$ cat config.mk
export PLATFORM = sky130hd
export DESIGN_NAME = forward_hazard_unit
export DESIGN_NICKNAME = d
export VERILOG_FILES = /design/src/rtl/cpu_pipe_pkg.sv /design/src/rtl/fwd_src_cmp.sv /design/src/rtl/forward_hazard_unit.sv
export SDC_FILE = /design/constraint.sdc
export NUM_CORES = 1
export LEC_CHECK = 0
export ABC_CLOCK_PERIOD_IN_PS = 2900
export BUFFER_PORTS_ARGS = -buffer_cell sky130_fd_sc_hd__clkbuf_2
export CORE_UTILIZATION = 50
export DETAILED_ROUTE_END_ITERATION = 10
export PLACE_DENSITY_LB_ADDON = 0.1
export RECOVER_POWER = 100
export SETUP_SLACK_MARGIN = 0.4
export SKIP_CTS_REPAIR_TIMING = 1
export SLEW_MARGIN = 0
export SYNTH_ARGS = -nofsm -noshare
export SYNTH_HDL_FRONTEND = slang
export SYNTH_SLANG_ARGS = --single-unit
$ cat constraint.sdc
create_clock -name clk -period 2.9 [get_ports clk]
set_clock_uncertainty 0.2 [all_clocks]
set_input_delay 0.29 -clock clk [delete_from_list [all_inputs] [get_ports clk]]
set_output_delay 0.29 -clock clk [all_outputs]
set_load 0.05 [all_outputs]
$ cat src/rtl/cpu_pipe_pkg.sv
// cpu_pipe_pkg: types and constants shared by the hazard unit and the ALU operand muxes.
// Revision 1.0
`default_nettype none

package cpu_pipe_pkg;

  localparam int REG_W = 5;

  // One in-flight producer: destination, writes-register, is-a-load.
  typedef struct packed {
    logic [REG_W-1:0] rd;
    logic             wr;
    logic             ld;
  } slot_t;

  localparam slot_t SLOT_EMPTY = '0;

  // Operand-mux select encoding, one-hot as {alu_alu, bypass_alu, dmem_alu}.
  localparam logic [2:0] FWD_NONE    = 3'b000;
  localparam logic [2:0] FWD_ALU_ALU = 3'b100;
  localparam logic [2:0] FWD_BYPASS  = 3'b010;
  localparam logic [2:0] FWD_DMEM    = 3'b001;

  // Register 0 is hardwired, so a write to it never produces a match.
  function automatic logic slot_hits(input slot_t s, input logic [REG_W-1:0] rs);
    return s.wr && (s.rd != '0) && (s.rd == rs);
  endfunction

endpackage

`default_nettype wire

$ cat src/rtl/fwd_src_cmp.sv
// fwd_src_cmp: compares one decode source against the ALU- and memory-stage producers.
// Revision 1.0
`default_nettype none

module fwd_src_cmp
  import cpu_pipe_pkg::*;
(
  input  logic [REG_W-1:0] rs,
  input  logic             use_rs,
  input  slot_t            slot_a,
  input  slot_t            slot_b,
  output logic             m_a,
  output logic             m_b,
  output logic             load_hit,
  output logic             alu_alu_next,
  output logic             bypass_next,
  output logic             dmem_next
);

  logic [2:0] sel;

  assign m_a      = use_rs && slot_hits(slot_a, rs);
  assign m_b      = use_rs && slot_hits(slot_b, rs);
  assign load_hit = m_a && slot_a.ld;

  // The younger producer holds the newest value, so A beats B.
  always_comb begin
    sel = FWD_NONE;
    if (m_a) begin
      sel = FWD_ALU_ALU;
    end else if (m_b && slot_b.ld) begin
      sel = FWD_DMEM;
    end else if (m_b) begin
      sel = FWD_BYPASS;
    end
  end

  assign {alu_alu_next, bypass_next, dmem_next} = sel;

endmodule

`default_nettype wire

$ cat src/rtl/forward_hazard_unit.sv
// forward_hazard_unit: operand-bypass select generation, load-use stall and stall counter.
// Revision 1.0
`default_nettype none

module forward_hazard_unit #(
  parameter int REG_W = 5,
  parameter int CNT_W = 32
) (
  input  logic             clk,
  input  logic             reset,
  input  logic             hold,
  input  logic             id_valid,
  input  logic [REG_W-1:0] id_rs1,
  input  logic [REG_W-1:0] id_rs2,
  input  logic             id_use_rs1,
  input  logic             id_use_rs2,
  input  logic [REG_W-1:0] id_rd,
  input  logic             id_reg_wr,
  input  logic             id_mem_rd,
  output logic             alu_alu_s1,
  output logic             bypass_alu1,
  output logic             dmem_alu1,
  output logic             alu_alu_s2,
  output logic             bypass_alu2,
  output logic             dmem_alu2,
  output logic             stall,
  output logic [CNT_W-1:0] stall_count
);

  import cpu_pipe_pkg::*;

  slot_t slot_a;
  slot_t slot_b;
  slot_t slot_in;

  logic m_a1, m_b1, hit1, alu1_n, byp1_n, dmem1_n;
  logic m_a2, m_b2, hit2, alu2_n, byp2_n, dmem2_n;

  fwd_src_cmp u_cmp1 (
    .rs           (id_rs1),
    .use_rs       (id_use_rs1),
    .slot_a       (slot_a),
    .slot_b       (slot_b),
    .m_a          (m_a1),
    .m_b          (m_b1),
    .load_hit     (hit1),
    .alu_alu_next (alu1_n),
    .bypass_next  (byp1_n),
    .dmem_next    (dmem1_n)
  );

  fwd_src_cmp u_cmp2 (
    .rs           (id_rs2),
    .use_rs       (id_use_rs2),
    .slot_a       (slot_a),
    .slot_b       (slot_b),
    .m_a          (m_a2),
    .m_b          (m_b2),
    .load_hit     (hit2),
    .alu_alu_next (alu2_n),
    .bypass_next  (byp2_n),
    .dmem_next    (dmem2_n)
  );

  assign stall   = id_valid && (hit1 || hit2);
  // An invalid decode slot enters the ALU stage as a bubble.
  assign slot_in = {id_rd, id_reg_wr & id_valid, id_mem_rd & id_valid};

  always_ff @(posedge clk) begin
    if (reset) begin
      slot_a      <= SLOT_EMPTY;
      slot_b      <= SLOT_EMPTY;
      alu_alu_s1  <= 1'b0;
      bypass_alu1 <= 1'b0;
      dmem_alu1   <= 1'b0;
      alu_alu_s2  <= 1'b0;
      bypass_alu2 <= 1'b0;
      dmem_alu2   <= 1'b0;
      stall_count <= '0;
    end else if (!hold) begin
      slot_b <= slot_a;
      if (stall) begin
        slot_a      <= SLOT_EMPTY;
        alu_alu_s1  <= 1'b0;
        bypass_alu1 <= 1'b0;
        dmem_alu1   <= 1'b0;
        alu_alu_s2  <= 1'b0;
        bypass_alu2 <= 1'b0;
        dmem_alu2   <= 1'b0;
        if (stall_count != {CNT_W{1'b1}}) begin
          stall_count <= stall_count + 1'b1;
        end
      end else begin
        slot_a      <= slot_in;
        alu_alu_s1  <= alu1_n;
        bypass_alu1 <= byp1_n;
        dmem_alu1   <= dmem1_n;
        alu_alu_s2  <= alu2_n;
        bypass_alu2 <= byp2_n;
        dmem_alu2   <= dmem2_n;
      end
    end
  end

  // A select fires exactly when some producer matches the source.
  always_ff @(posedge clk) begin
    if (!reset) begin
      assert ((m_a1 || m_b1) == (alu1_n || byp1_n || dmem1_n));
      assert ((m_a2 || m_b2) == (alu2_n || byp2_n || dmem2_n));
    end
  end

endmodule

`default_nettype wire

* After elaboration in Yosys (flattened, before gate mapping)
Cells that the tools add are included.
** Cells by class
- $add $sub $neg :: 1
- Equality and inequality tests :: 5
- Multiplexer cells :: 13
- Bitwise logic cells :: 3
- Reductions and logical operators :: 19
** Operators with widths (number)
- 32-bit by 1-bit adder with 32-bit output, second input constant :: 1
- 32-bit inequality test, second input constant :: 1
- 5-bit equality test :: 4
- 1-bit logical AND :: 15
- 3-bit 2-to-1 mux :: 4
- 5-bit nonzero test :: 2
- 7-bit 2-to-1 mux :: 1
- 1-bit 2-to-1 mux :: 6
- 2-bit 2-to-1 mux :: 2
- 3-bit AND reduction :: 1
- 1-bit AND :: 2
- 1-bit logical OR :: 1
- 1-bit inverter :: 1
** Storage, ports and cells
- Register bits :: 52
- Input bits :: 23

* Depth between registers and ports, before layout
Gate-level depths: netlist of run 1.
- Word-level depth :: 8
- Depth in mapped cells :: 9

* By module
Synthesis of run 1 repeated with hierarchy kept, for this count alone.
** Second synthesis, totals
- Cell total of the unflattened synthesis :: 311
- Area, all modules :: 2819.0 um^2
** Modules (own cells, without submodules)
- forward_hazard_unit :: instances 1, cells each 263, area each 2451.1 um^2
- fwd_src_cmp :: instances 2, cells each 24, area each 183.9 um^2

* Least setup slack after synthesis of run 1
OpenSTA, ideal clock, no wires.
- Kind :: register to register
- From :: register stall_count[2]
- To :: register stall_count[19]
- Library setup time :: 121 ps
- Arrival :: 2347 ps
- Required time :: 2579 ps
- Slack :: 233 ps
- Stages on the path, launching flop included :: 6
- Buffers on the path :: 0
- Clock period less this slack :: 2667 ps
- Cells stage by stage :: dfxtp_1 nand4_2 or3_4 or3_4 nor4_1 mux2_2
** On the way
- Cells in the longest elaborated chain, start to end :: 2
- Elaborated cells between the ends (all ways) :: 3
- Those cells by class :: 1 x add/sub; 1 x eq/ne; 1 x reduce/logical
** Ends and longest elaborated chain
- from (decl) :: RTL line forward_hazard_unit.sv:27 : output logic [CNT_W-1:0] stall_count
- from (signal assigned) :: RTL line forward_hazard_unit.sv:91 : stall_count <= stall_count + 1'b1;
- branches (longest 2 deep; another with 32-bit by 1-bit adder with 32-bit output)
Several ways; the timed one is not identified.
A chain may end at the register's enable or synchronous reset.

* Final worst setup path of run 1
- From :: register slot_a[3] (netlist name)
- To :: output stall
** On the way
- Cells in the longest elaborated chain, start to end :: 7
- Elaborated cells between the ends (all ways) :: 12
- Those cells by class :: 2 x eq/ne; 10 x reduce/logical
** Ends and longest elaborated chain
- 5-bit nonzero test :: RTL line cpu_pipe_pkg.sv:26 : return s.wr && (s.rd != '0) && (s.rd == rs);
- 1-bit logical AND (2 in a row) :: RTL line cpu_pipe_pkg.sv:26
- 1-bit logical AND :: RTL line fwd_src_cmp.sv:22 : assign m_a = use_rs && slot_hits(slot_a, rs);
- 1-bit logical AND :: RTL line fwd_src_cmp.sv:24 : assign load_hit = m_a && slot_a.ld;
- 1-bit logical OR * :: RTL line forward_hazard_unit.sv:65 : assign stall = id_valid && (hit1 || hit2);
- 1-bit logical AND * :: RTL line forward_hazard_unit.sv:65
- to (decl) :: RTL line forward_hazard_unit.sv:26 : output logic stall,
Mark *: on every way between the ends. The rest lies on a longest branch, timed or not.

==> results.tsv, run 1 <==
metric	value	unit
Post-DRT Antenna Nets	0	
reg2reg setup slack	0.33	ns
Hold Crit Class	in -> reg	
Slew Limit Fails	0	
worst path arrival time	2.15	ns
clk root buf	clkbuf_8	
gr ovfl total	0	
vias per cell	5.95	
Mapped Area	2770	um2
total wire length	7.39	mm
fillers	504	
IO Count	62	
slowest CP cell	or4_1	
Max IR drop VDD	0.000297	V
Worst-Skew Late Latency	0.30	ns
hpwl dp	5.23	mm
CP peak stage delay	0.56	ns
Synth Instances	331	
largest net degree at the start of global routing	36	
CTS sink count	52	
critical path peak fanout	5	
Post-synth EDFFs	0	
n_diodes	0	
Seq/Total Area, Yosys	0.375	
reg2reg start	slot_a[5]	
first-pass GRT wire length	12.2	mm
Worst Reg2Reg Path Length in Cells	7	
RSZ-0062 raised after global routing	true	
Setup TNS Final	0	ns
CTS tree	yes	
core area	5240	um2
crit-path cells	or4_1 -> o21a_1 -> nor2b_2 -> o21ai_4 -> inv_1 -> clkbuf_2	
Clock Tree Buf Depth	2	
Setup CP Type	reg -> out	
synth unique cells	51	
fmax	378	MHz
cell taking the most area after synthesis	dfxtp_1	
r2r endpoint	stall_count[9]	
setup ws final	0.257	ns
ys flop type	dfxtp_1	
first drt pass iteration count	4	
CP Capture Type	output port	
Async SR Flop Fraction	0	
Die Y	76.5	um
syn nets	355	
Synth top area share	0.375	
initial antenna violation count	0	
DRC violations left	0	
initial drt markers	171	
GRT Util Overall	0.257	
top post-synthesis cells by area	dfxtp_1 (38%), a21oi_1 (5.4%), nand2_1 (4.2%), xnor2_1 (4.1%), or3_1 (4.1%)	
synthesis-stage register bit count	52	
Setup violations, final	0	
commonest non-fill, non-tap cells in the layout	clkbuf_1 (41), dfxtp_1 (37), nand2_1 (31)	
max_cap viols	0	
Final Hold Viols	0	
die extent in x	76.5	um
WL per Instance	15.9	um
Clock transition at path regs	0.09	ns
Final Power	0.00150	W
post-route clock period utilization	0.912	
Worst Max-Slew Pin Slew	0.626	ns
IO buf count	61	
Avg Cell Area, Syn	8.38	um2
Nets	419	
total CTS buffers	5	
RD Place Congestion	0.863	
most common cell after layout, fill and taps aside	clkbuf_1	
vias in the first global route	2617	
H-tree Lvls	2	
Place WS	0.314	ns
CP endpoint	stall	
area grow syn2layout	21.3	%
area of the die	5850	um2
Critical Path Source Type	flip-flop	
pwr dens	446	nW/um2
Critical Path RT	2.41	ns
Tmin final	2.64	ns
Crit. Startpoint	slot_a[3]	
Slew headroom	0.580	
via count	2772	
worst hold slack	0.0289	ns
Initial Utilization	0.529	
outcome	finished, final reports clean	
FP Rows	26	
P_leak	1.12	nW
share of layout cells above drive strength 1	0.199	
YS warnings	0	
[sequential cells by signal, summed over array words and instances (netlist names)]
name	flops
bypass_alu1	1
stall_count	32
dmem_alu1	1
alu_alu_s1	1
slot_a	7
slot_b	7
alu_alu_s2	1
dmem_alu2	1
bypass_alu2	1
[where the power goes]
part           switching [W]  internal (W)
registers          0.0000121      0.000721
logic              0.0000488     0.0000415
clock network       0.000245      0.000431
[logic make-up after synthesis]
kind of cell / synth area share
simple gates: 0.316
compound gates: 0.156
flops: 0.375
xor+xnor: 0.0663
buf+inv: 0.0329
mux: 0.0492
fa+ha+maj: 0.00451
[area by class of cell]
type | count | area (um2) | share of cell area
Multi-Input combinational cell | 258 | 1680 | 0.499
Sequential cell | 52 | 1060 | 0.315
Timing Repair Buffer | 75 | 367 | 0.109
Clock inverter | 3 | 90.1 | 0.0268
Tap cell | 70 | 87.6 | 0.0260
Clock buffer | 5 | 68.8 | 0.0205
Inverter | 3 | 11.3 | 0.00335
[cells in the mapped netlist (2+ instances only)]
cell	number
a21oi_1	30
a32oi_1	2
and3_1	4
buf_1	2
buf_2	3
buf_4	2
clkbuf_1	10
dfxtp_1	52
inv_1	3
mux2_2	5
mux2i_1	8
nand2_1	31
nand2b_1	2
nand3_1	11
nand3b_1	7
nand4_1	9
nand4_2	2
nand4b_1	4
nor2_1	18
nor2b_1	9
nor3_1	7
nor4_1	8
o211ai_1	4
o21ai_0	18
o22ai_1	4
o31ai_1	6
or3_1	18
or3_4	2
or4_1	9
xnor2_1	13
xor2_1	8
[metrics by stage]
stage	cells	cell area [um2]	util
CTS	461	3340	0.638
global placement	453	3180	0.608
global route	466	3360	0.642
floorplan	331	2790	-
finish	466	3360	0.642
detailed placement	453	3180	0.608
[per-layer routing]
layer	track usage	up-vias	wire [um]
met5	0	-	0
met4	0.0769	0	68
met3	0.0407	7	260
met2	0.428	66	3620
met1	0.341	1344	3450
li1	-	1355	-
[worst max-delay path, delay by kind of cell, from the launching register on]
kind | cells | cell delay [ns]
DFF | 1 | 0.39
buffers and inverters | 2 | 0.32
AOI/OAI and AO/OA | 2 | 0.37
and+or+nand+nor | 2 | 0.78
[worst min-delay path by stage]
stage | to | start | slack, ns | cells past startpoint
CTS | slot_a[4] | id_rd[2] | 0.03 | 3
global placement | alu_alu_s2 | alu_alu_s2 | 0.25 | 2
finish | slot_a[6] | id_rd[4] | 0.03 | 3
floorplan | slot_a[2] | id_rd[0] | 0.25 | 2
detailed placement | alu_alu_s2 | alu_alu_s2 | 0.26 | 2
global route | slot_a[3] | id_rd[1] | 0.04 | 3
(Power assumes the default switching activity.)
==> inputs of run 2 (changes only) <==
--- a/config.mk
+++ b/config.mk
@@ -9,7 +9,7 @@
 export BUFFER_PORTS_ARGS = -buffer_cell sky130_fd_sc_hd__clkbuf_2
 export CORE_UTILIZATION = 50
 export DETAILED_ROUTE_END_ITERATION = 10
-export PLACE_DENSITY_LB_ADDON = 0.1
+export PLACE_DENSITY = 0.82
 export RECOVER_POWER = 100
 export SETUP_SLACK_MARGIN = 0.4
 export SKIP_CTS_REPAIR_TIMING = 1
@@ -17,3 +17,4 @@
 export SYNTH_ARGS = -nofsm -noshare
 export SYNTH_HDL_FRONTEND = slang
 export SYNTH_SLANG_ARGS = --single-unit
+export TNS_END_PERCENT = 50
==> constraint.sdc (replaced) <==
create_clock -name clk -period 2.9 [get_ports clk]
set_clock_uncertainty 0.2 [all_clocks]
set_input_delay 0.145 -clock clk [delete_from_list [all_inputs] [get_ports clk]]
set_output_delay 0.145 -clock clk [all_outputs]
set_load 0.05 [all_outputs]
==> run 2 against run 1 <==
  * Non-clock buffer count grew 7
  * Clock power shrank 39%
  * Critical path depth grew 1
  * Flip-flop and latch count is the same
  * Die area is the same
  * Worst setup slack gained 0.12 ns
  * Sequential power is essentially flat
  * Combinational power grew 11%
  * Utilization grew 0.57 points
  * Critical endpoint is now stall_count[0]
==> results.tsv, run 2 (synthesis gave the netlist of run 1 again) <==
metric	value	unit	change
largest net degree at the start of global routing	42		was 36
vias in the first global route	2529		was 2,617
Tmin final	2.53	ns	was 2.64 ns
Initial Utilization	0.529		unchanged
first-pass GRT wire length	11.4	mm	was 12.2 mm
Setup violations, final	0		unchanged
Critical Path RT	2.90	ns	was 2.41 ns
Nets	426		was 419
H-tree Lvls	2		unchanged
most common cell after layout, fill and taps aside	clkbuf_1		unchanged
max_cap viols	0		unchanged
Hold Crit Class	in -> reg		unchanged
worst path arrival time	2.53	ns	was 2.15 ns
outcome	finished, final reports clean		unchanged
Max IR drop VDD	0.000288	V	was 0.000297 V
FP Rows	26		unchanged
DRC violations left	0		unchanged
core area	5240	um2	unchanged
clk root buf	clkbuf_8		unchanged
initial drt markers	203		was 171
total CTS buffers	5		unchanged
reg2reg start	slot_a[2]		was slot_a[5]
GRT Util Overall	0.239		was 0.257
initial antenna violation count	0		unchanged
Worst-Skew Late Latency	0.31	ns	was 0.30 ns
Setup TNS Final	0	ns	unchanged
Crit. Startpoint	slot_a[2]		was slot_a[3]
Biggest register	stall_count		unchanged
WL per Instance	15.2	um	was 15.9 um
Clock transition at path regs	0.10	ns	was 0.09 ns
n_diodes	0		unchanged
Regs by FF count	stall_count: 32 flops, slot_a: 7 flops, slot_b: 7 flops		unchanged
RD Place Congestion	0.876		was 0.863
Slew headroom	0.308		was 0.580
Final Hold Viols	0		unchanged
P_leak	1.14	nW	was 1.12 nW
IO buf count	61		unchanged
via count	2789		was 2,772
Final Power	0.00125	W	was 0.00150 W
die extent in x	76.5	um	unchanged
critical path peak fanout	17		was 5
total wire length	7.17	mm	was 7.39 mm
flip-flop count of the largest register after layout	32		unchanged
Slew Limit Fails	0		unchanged
Clock Tree Buf Depth	2		unchanged
fmax	396	MHz	was 378 MHz
Critical Path Source Type	flip-flop		unchanged
hpwl dp	5.01	mm	was 5.23 mm
area of the die	5850	um2	unchanged
CTS tree	yes		unchanged
slowest CP cell	and3_1		was or4_1
first drt pass iteration count	5		was 4
critical path's top delay family	simple AND/OR/NAND/NOR gates		unchanged
share of layout cells above drive strength 1	0.199		about the same
IO Count	62		unchanged
min-delay src	id_use_rs1		was id_rd[4]
CP Capture Type	flip-flop		was output port
CTS sink count	52		unchanged
vias per cell	5.90		was 5.95
RSZ-0062 raised after global routing	true		unchanged
Setup CP Type	reg -> reg		was reg -> out
gr ovfl total	0		unchanged
Post-DRT Antenna Nets	0		unchanged
Worst Max-Slew Pin Slew	1.04	ns	was 0.626 ns
pwr dens	367	nW/um2	was 446 nW/um2
area grow syn2layout	22.4	%	was 21.3%
Die Y	76.5	um	unchanged
Crit path buffers/inverters	1		was 2
CP peak stage delay	0.38	ns	was 0.56 ns
post-route clock period utilization	0.871		was 0.912
commonest non-fill, non-tap cells in the layout	clkbuf_1 (43), dfxtp_1 (35), nand2_1 (31)		was clkbuf_1 (41), dfxtp_1 (37), nand2_1 (31)
crit-path cells	xor2_1 -> nor4_1 -> and3_1 -> o21ai_4 -> buf_12 -> nor3_1 -> mux2_2		was or4_1 -> o21a_1 -> nor2b_2 -> o21ai_4 -> inv_1 -> clkbuf_2
==> run 2: worst min-delay path, cell delays in order <==
cell      delay [ns]
clkbuf_2        0.09
nand2_1         0.06
nor3_1          0.04
o211ai_1        0.12
o22ai_1         0.08
==> run 2: path summary, 6_finish.rpt <==
check | to | slack [ns] | cells after the start
min | dmem_alu1 | 0.07 | 5
max reg2reg | stall_count[0] | 0.37 | 7
max | stall_count[0] | 0.37 | 7
min reg2reg | alu_alu_s2 | 0.27 | 2
==> run 2: power by group <==
group          internal, W  leakage, nW   total, W  switching, W
combinational    0.0000488        0.667  0.0000999     0.0000512
sequential        0.000721        0.429   0.000732     0.0000108
clock             0.000172       0.0414   0.000415      0.000243
total             0.000942         1.14    0.00125      0.000305
==> run 2: area by class of cell <==
class / instances / area [um2]
clock buffers: 6 / 72.6
clock inverters: 2 / 16.3
fillers: 448 / 1840
inverters: 3 / 11.3
multi-input cells: 258 / 1700
flip-flops and latches: 52 / 1060
well taps: 70 / 87.6
repair buffers: 82 / 445
==> run 2: metrics by stage <==
stage	cells	utilization	hold WS (ns)	setup slack, ns	cell area (um2)
after floorplan	331	-	0.109	0.389	2790
after global placement	453	0.610	0.200	0.359	3190
after detailed placement	453	0.610	0.203	0.339	3190
after CTS	461	0.627	-0.125	0.307	3280
after global routing	473	0.648	0.121	0.193	3390
final	473	0.648	0.0729	0.374	3390
==> run 2: per-layer routing <==
| layer | track usage | wire length (um) | vias to the layer above |
|---|---|---|---|
| li1 | - | - | 1373 |
| met1 | 0.318 | 3220 | 1289 |
| met2 | 0.387 | 3410 | 111 |
| met3 | 0.0503 | 448 | 16 |
| met4 | 0.0692 | 99 | 0 |
| met5 | 0 | 0 | - |
==> inputs of run 3 (changes only) <==
--- a/config.mk
+++ b/config.mk
@@ -7,9 +7,11 @@
 export LEC_CHECK = 0
 export ABC_CLOCK_PERIOD_IN_PS = 2900
 export BUFFER_PORTS_ARGS = -buffer_cell sky130_fd_sc_hd__clkbuf_2
-export CORE_UTILIZATION = 50
+export CELL_PAD_IN_SITES_DETAIL_PLACEMENT = 1
+export CELL_PAD_IN_SITES_GLOBAL_PLACEMENT = 1
+export CORE_UTILIZATION = 40
 export DETAILED_ROUTE_END_ITERATION = 10
-export PLACE_DENSITY = 0.82
+export PLACE_DENSITY = 0.87
 export RECOVER_POWER = 100
 export SETUP_SLACK_MARGIN = 0.4
 export SKIP_CTS_REPAIR_TIMING = 1
==> run 3 against run 2 <==
  * Fmax is 2.9% lower
  * First-iteration DRC count is 42% lower
  * Flip-flop and latch count stayed put
  * Non-clock buffer count stayed put
  * Critical endpoint is now stall_count[24]
  * Largest power group unchanged
==> results.tsv, run 3 (synthesis gave the netlist of run 1 again) <==
metric	value	unit	change
Final Hold Viols	0		unchanged
WL per Instance	18.7	um	was 15.2 um
Clock transition at path regs	0.10	ns	about the same
initial antenna violation count	0		unchanged
Hold Path Depth	5		unchanged
total CTS buffers	5		unchanged
CP Capture Type	flip-flop		unchanged
Setup TNS Final	0	ns	unchanged
flip-flop count of the largest register after layout	32		unchanged
fmax	385	MHz	was 396 MHz
most common cell after layout, fill and taps aside	clkbuf_1		unchanged
commonest non-fill, non-tap cells in the layout	clkbuf_1 (44), dfxtp_1 (38), nand2_1 (31)		was clkbuf_1 (43), dfxtp_1 (35), nand2_1 (31)
pwr dens	399	nW/um2	was 367 nW/um2
Place WS	0.265	ns	was 0.339 ns
slowest CP cell	nor4_1		was and3_1
Max IR drop VDD	0.000230	V	was 0.000288 V
clk root buf	clkbuf_8		unchanged
Initial Utilization	0.425		was 0.529
Critical Path RT	2.93	ns	was 2.90 ns
first drt pass iteration count	4		was 5
RSZ-0062 raised after global routing	true		unchanged
core area	6530	um2	was 5240 um2
placed insts	461		was 453
finished layout cell area	3390	um2	about the same
area of the die	7270	um2	was 5850 um2
area grow syn2layout	22.2	%	was 22.4%
via count	2853		was 2,789
post-route clock period utilization	0.897		was 0.871
n_diodes	0		unchanged
GRT Util Overall	0.240		was 0.239
fillers	837		was 448
setup ws final	0.300	ns	was 0.374 ns
Nets	426		unchanged
P_leak	1.14	nW	about the same
Slew Limit Fails	0		unchanged
Worst Reg2Reg Path Length in Cells	7		unchanged
share of layout cells above drive strength 1	0.184		was 0.199
dpl cell area	3200	um2	was 3190 um2
vias in the first global route	2779		was 2,529
Slew headroom	0.195		was 0.308
RD Place Congestion	0.886		was 0.876
worst path arrival time	2.63	ns	was 2.53 ns
reg2reg setup slack	0.30	ns	was 0.37 ns
Clock Tree Buf Depth	2		unchanged
max_cap viols	0		unchanged
Critical Path Source Type	flip-flop		unchanged
hpwl dp	6.24	mm	was 5.01 mm
critical path peak fanout	10		was 17
gr ovfl total	0		unchanged
CTS sink count	52		unchanged
CP peak stage delay	0.46	ns	was 0.38 ns
Setup violations, final	0		unchanged
Setup CP Type	reg -> reg		unchanged
total wire length	8.95	mm	was 7.17 mm
die extent in x	85.3	um	was 76.5 um
first-pass GRT wire length	13.9	mm	was 11.4 mm
CTS tree	yes		unchanged
H-tree Lvls	2		unchanged
Post-DRT Antenna Nets	0		unchanged
Hold Crit Class	in -> reg		unchanged
Die Y	85.3	um	was 76.5 um
initial drt markers	118		was 203
outcome	finished, final reports clean		unchanged
IO buf count	61		unchanged
Biggest register	stall_count		unchanged
critical path depth	7		unchanged
critical path's top delay family	simple AND/OR/NAND/NOR gates		unchanged
Worst-Skew Late Latency	0.31	ns	about the same
largest net degree at the start of global routing	30		was 42
Tmin final	2.60	ns	was 2.53 ns
Non-Filler Instances	480		was 473
IO Count	62		unchanged
DRC violations left	0		unchanged
Regs by FF count	stall_count: 32 flops, slot_a: 7 flops, slot_b: 7 flops		unchanged
FP Rows	29		was 26
vias per cell	5.94		was 5.90
Crit path buffers/inverters	1		unchanged
Worst Max-Slew Pin Slew	1.21	ns	was 1.04 ns
crit-path cells	nand4_1 -> nor4_1 -> nor3b_1 -> o211ai_1 -> buf_4 -> or3_1 -> a21oi_1		was xor2_1 -> nor4_1 -> and3_1 -> o21ai_4 -> buf_12 -> nor3_1 -> mux2_2
[run 3: report_power, final]
group          internal, W  total [W]  switching, W
clock             0.000256   0.000516      0.000260
combinational    0.0000481   0.000104     0.0000560
sequential        0.000722   0.000734     0.0000120
total              0.00103    0.00135      0.000328
[run 3: path summary, 6_finish.rpt]
path                   startpoint         endpoint
hold / removal         id_use_rs2        dmem_alu2
hold reg to reg         dmem_alu1        dmem_alu1
setup / recovery  stall_count[15]  stall_count[24]
setup reg to reg  stall_count[15]  stall_count[24]
[run 3: through the flow]
step / utilization / hold WS, ns / power, W
final: 0.519 / 0.0927 / 0.00135
after global routing: 0.519 / 0.130 / 0.00140
after CTS: 0.507 / -0.115 / 0.00135
after detailed placement: 0.489 / 0.212 / 0.000842
after global placement: 0.489 / 0.208 / 0.000839
after floorplan: - / 0.109 / 0.000803
[run 3: final cells by class]
class | instances | area, um2 | area share
Multi-Input combinational cell | 258 | 1680 | 0.496
Timing Repair Buffer | 82 | 430 | 0.127
Inverter | 3 | 11.3 | 0.00332
Clock inverter | 3 | 42.5 | 0.0126
Sequential cell | 52 | 1060 | 0.312
Clock buffer | 5 | 68.8 | 0.0203
Tap cell | 77 | 96.3 | 0.0284
[run 3: tightest hold or removal path: cells and delay by family]
family,cells,cell delay [ns]
AOI/OAI and AO/OA,2,0.21
buffers and inverters,1,0.10
and+or+nand+nor,2,0.11
[run 3: routing by layer]
metal  track usage  vias to the layer above  part of all wire
met3        0.0331                       12             0.028
met1         0.315                     1420              0.44
met2         0.418                       53              0.52
met4        0.0606                        0             0.015
met5             0                        -                 0
li1              -                     1368                 -
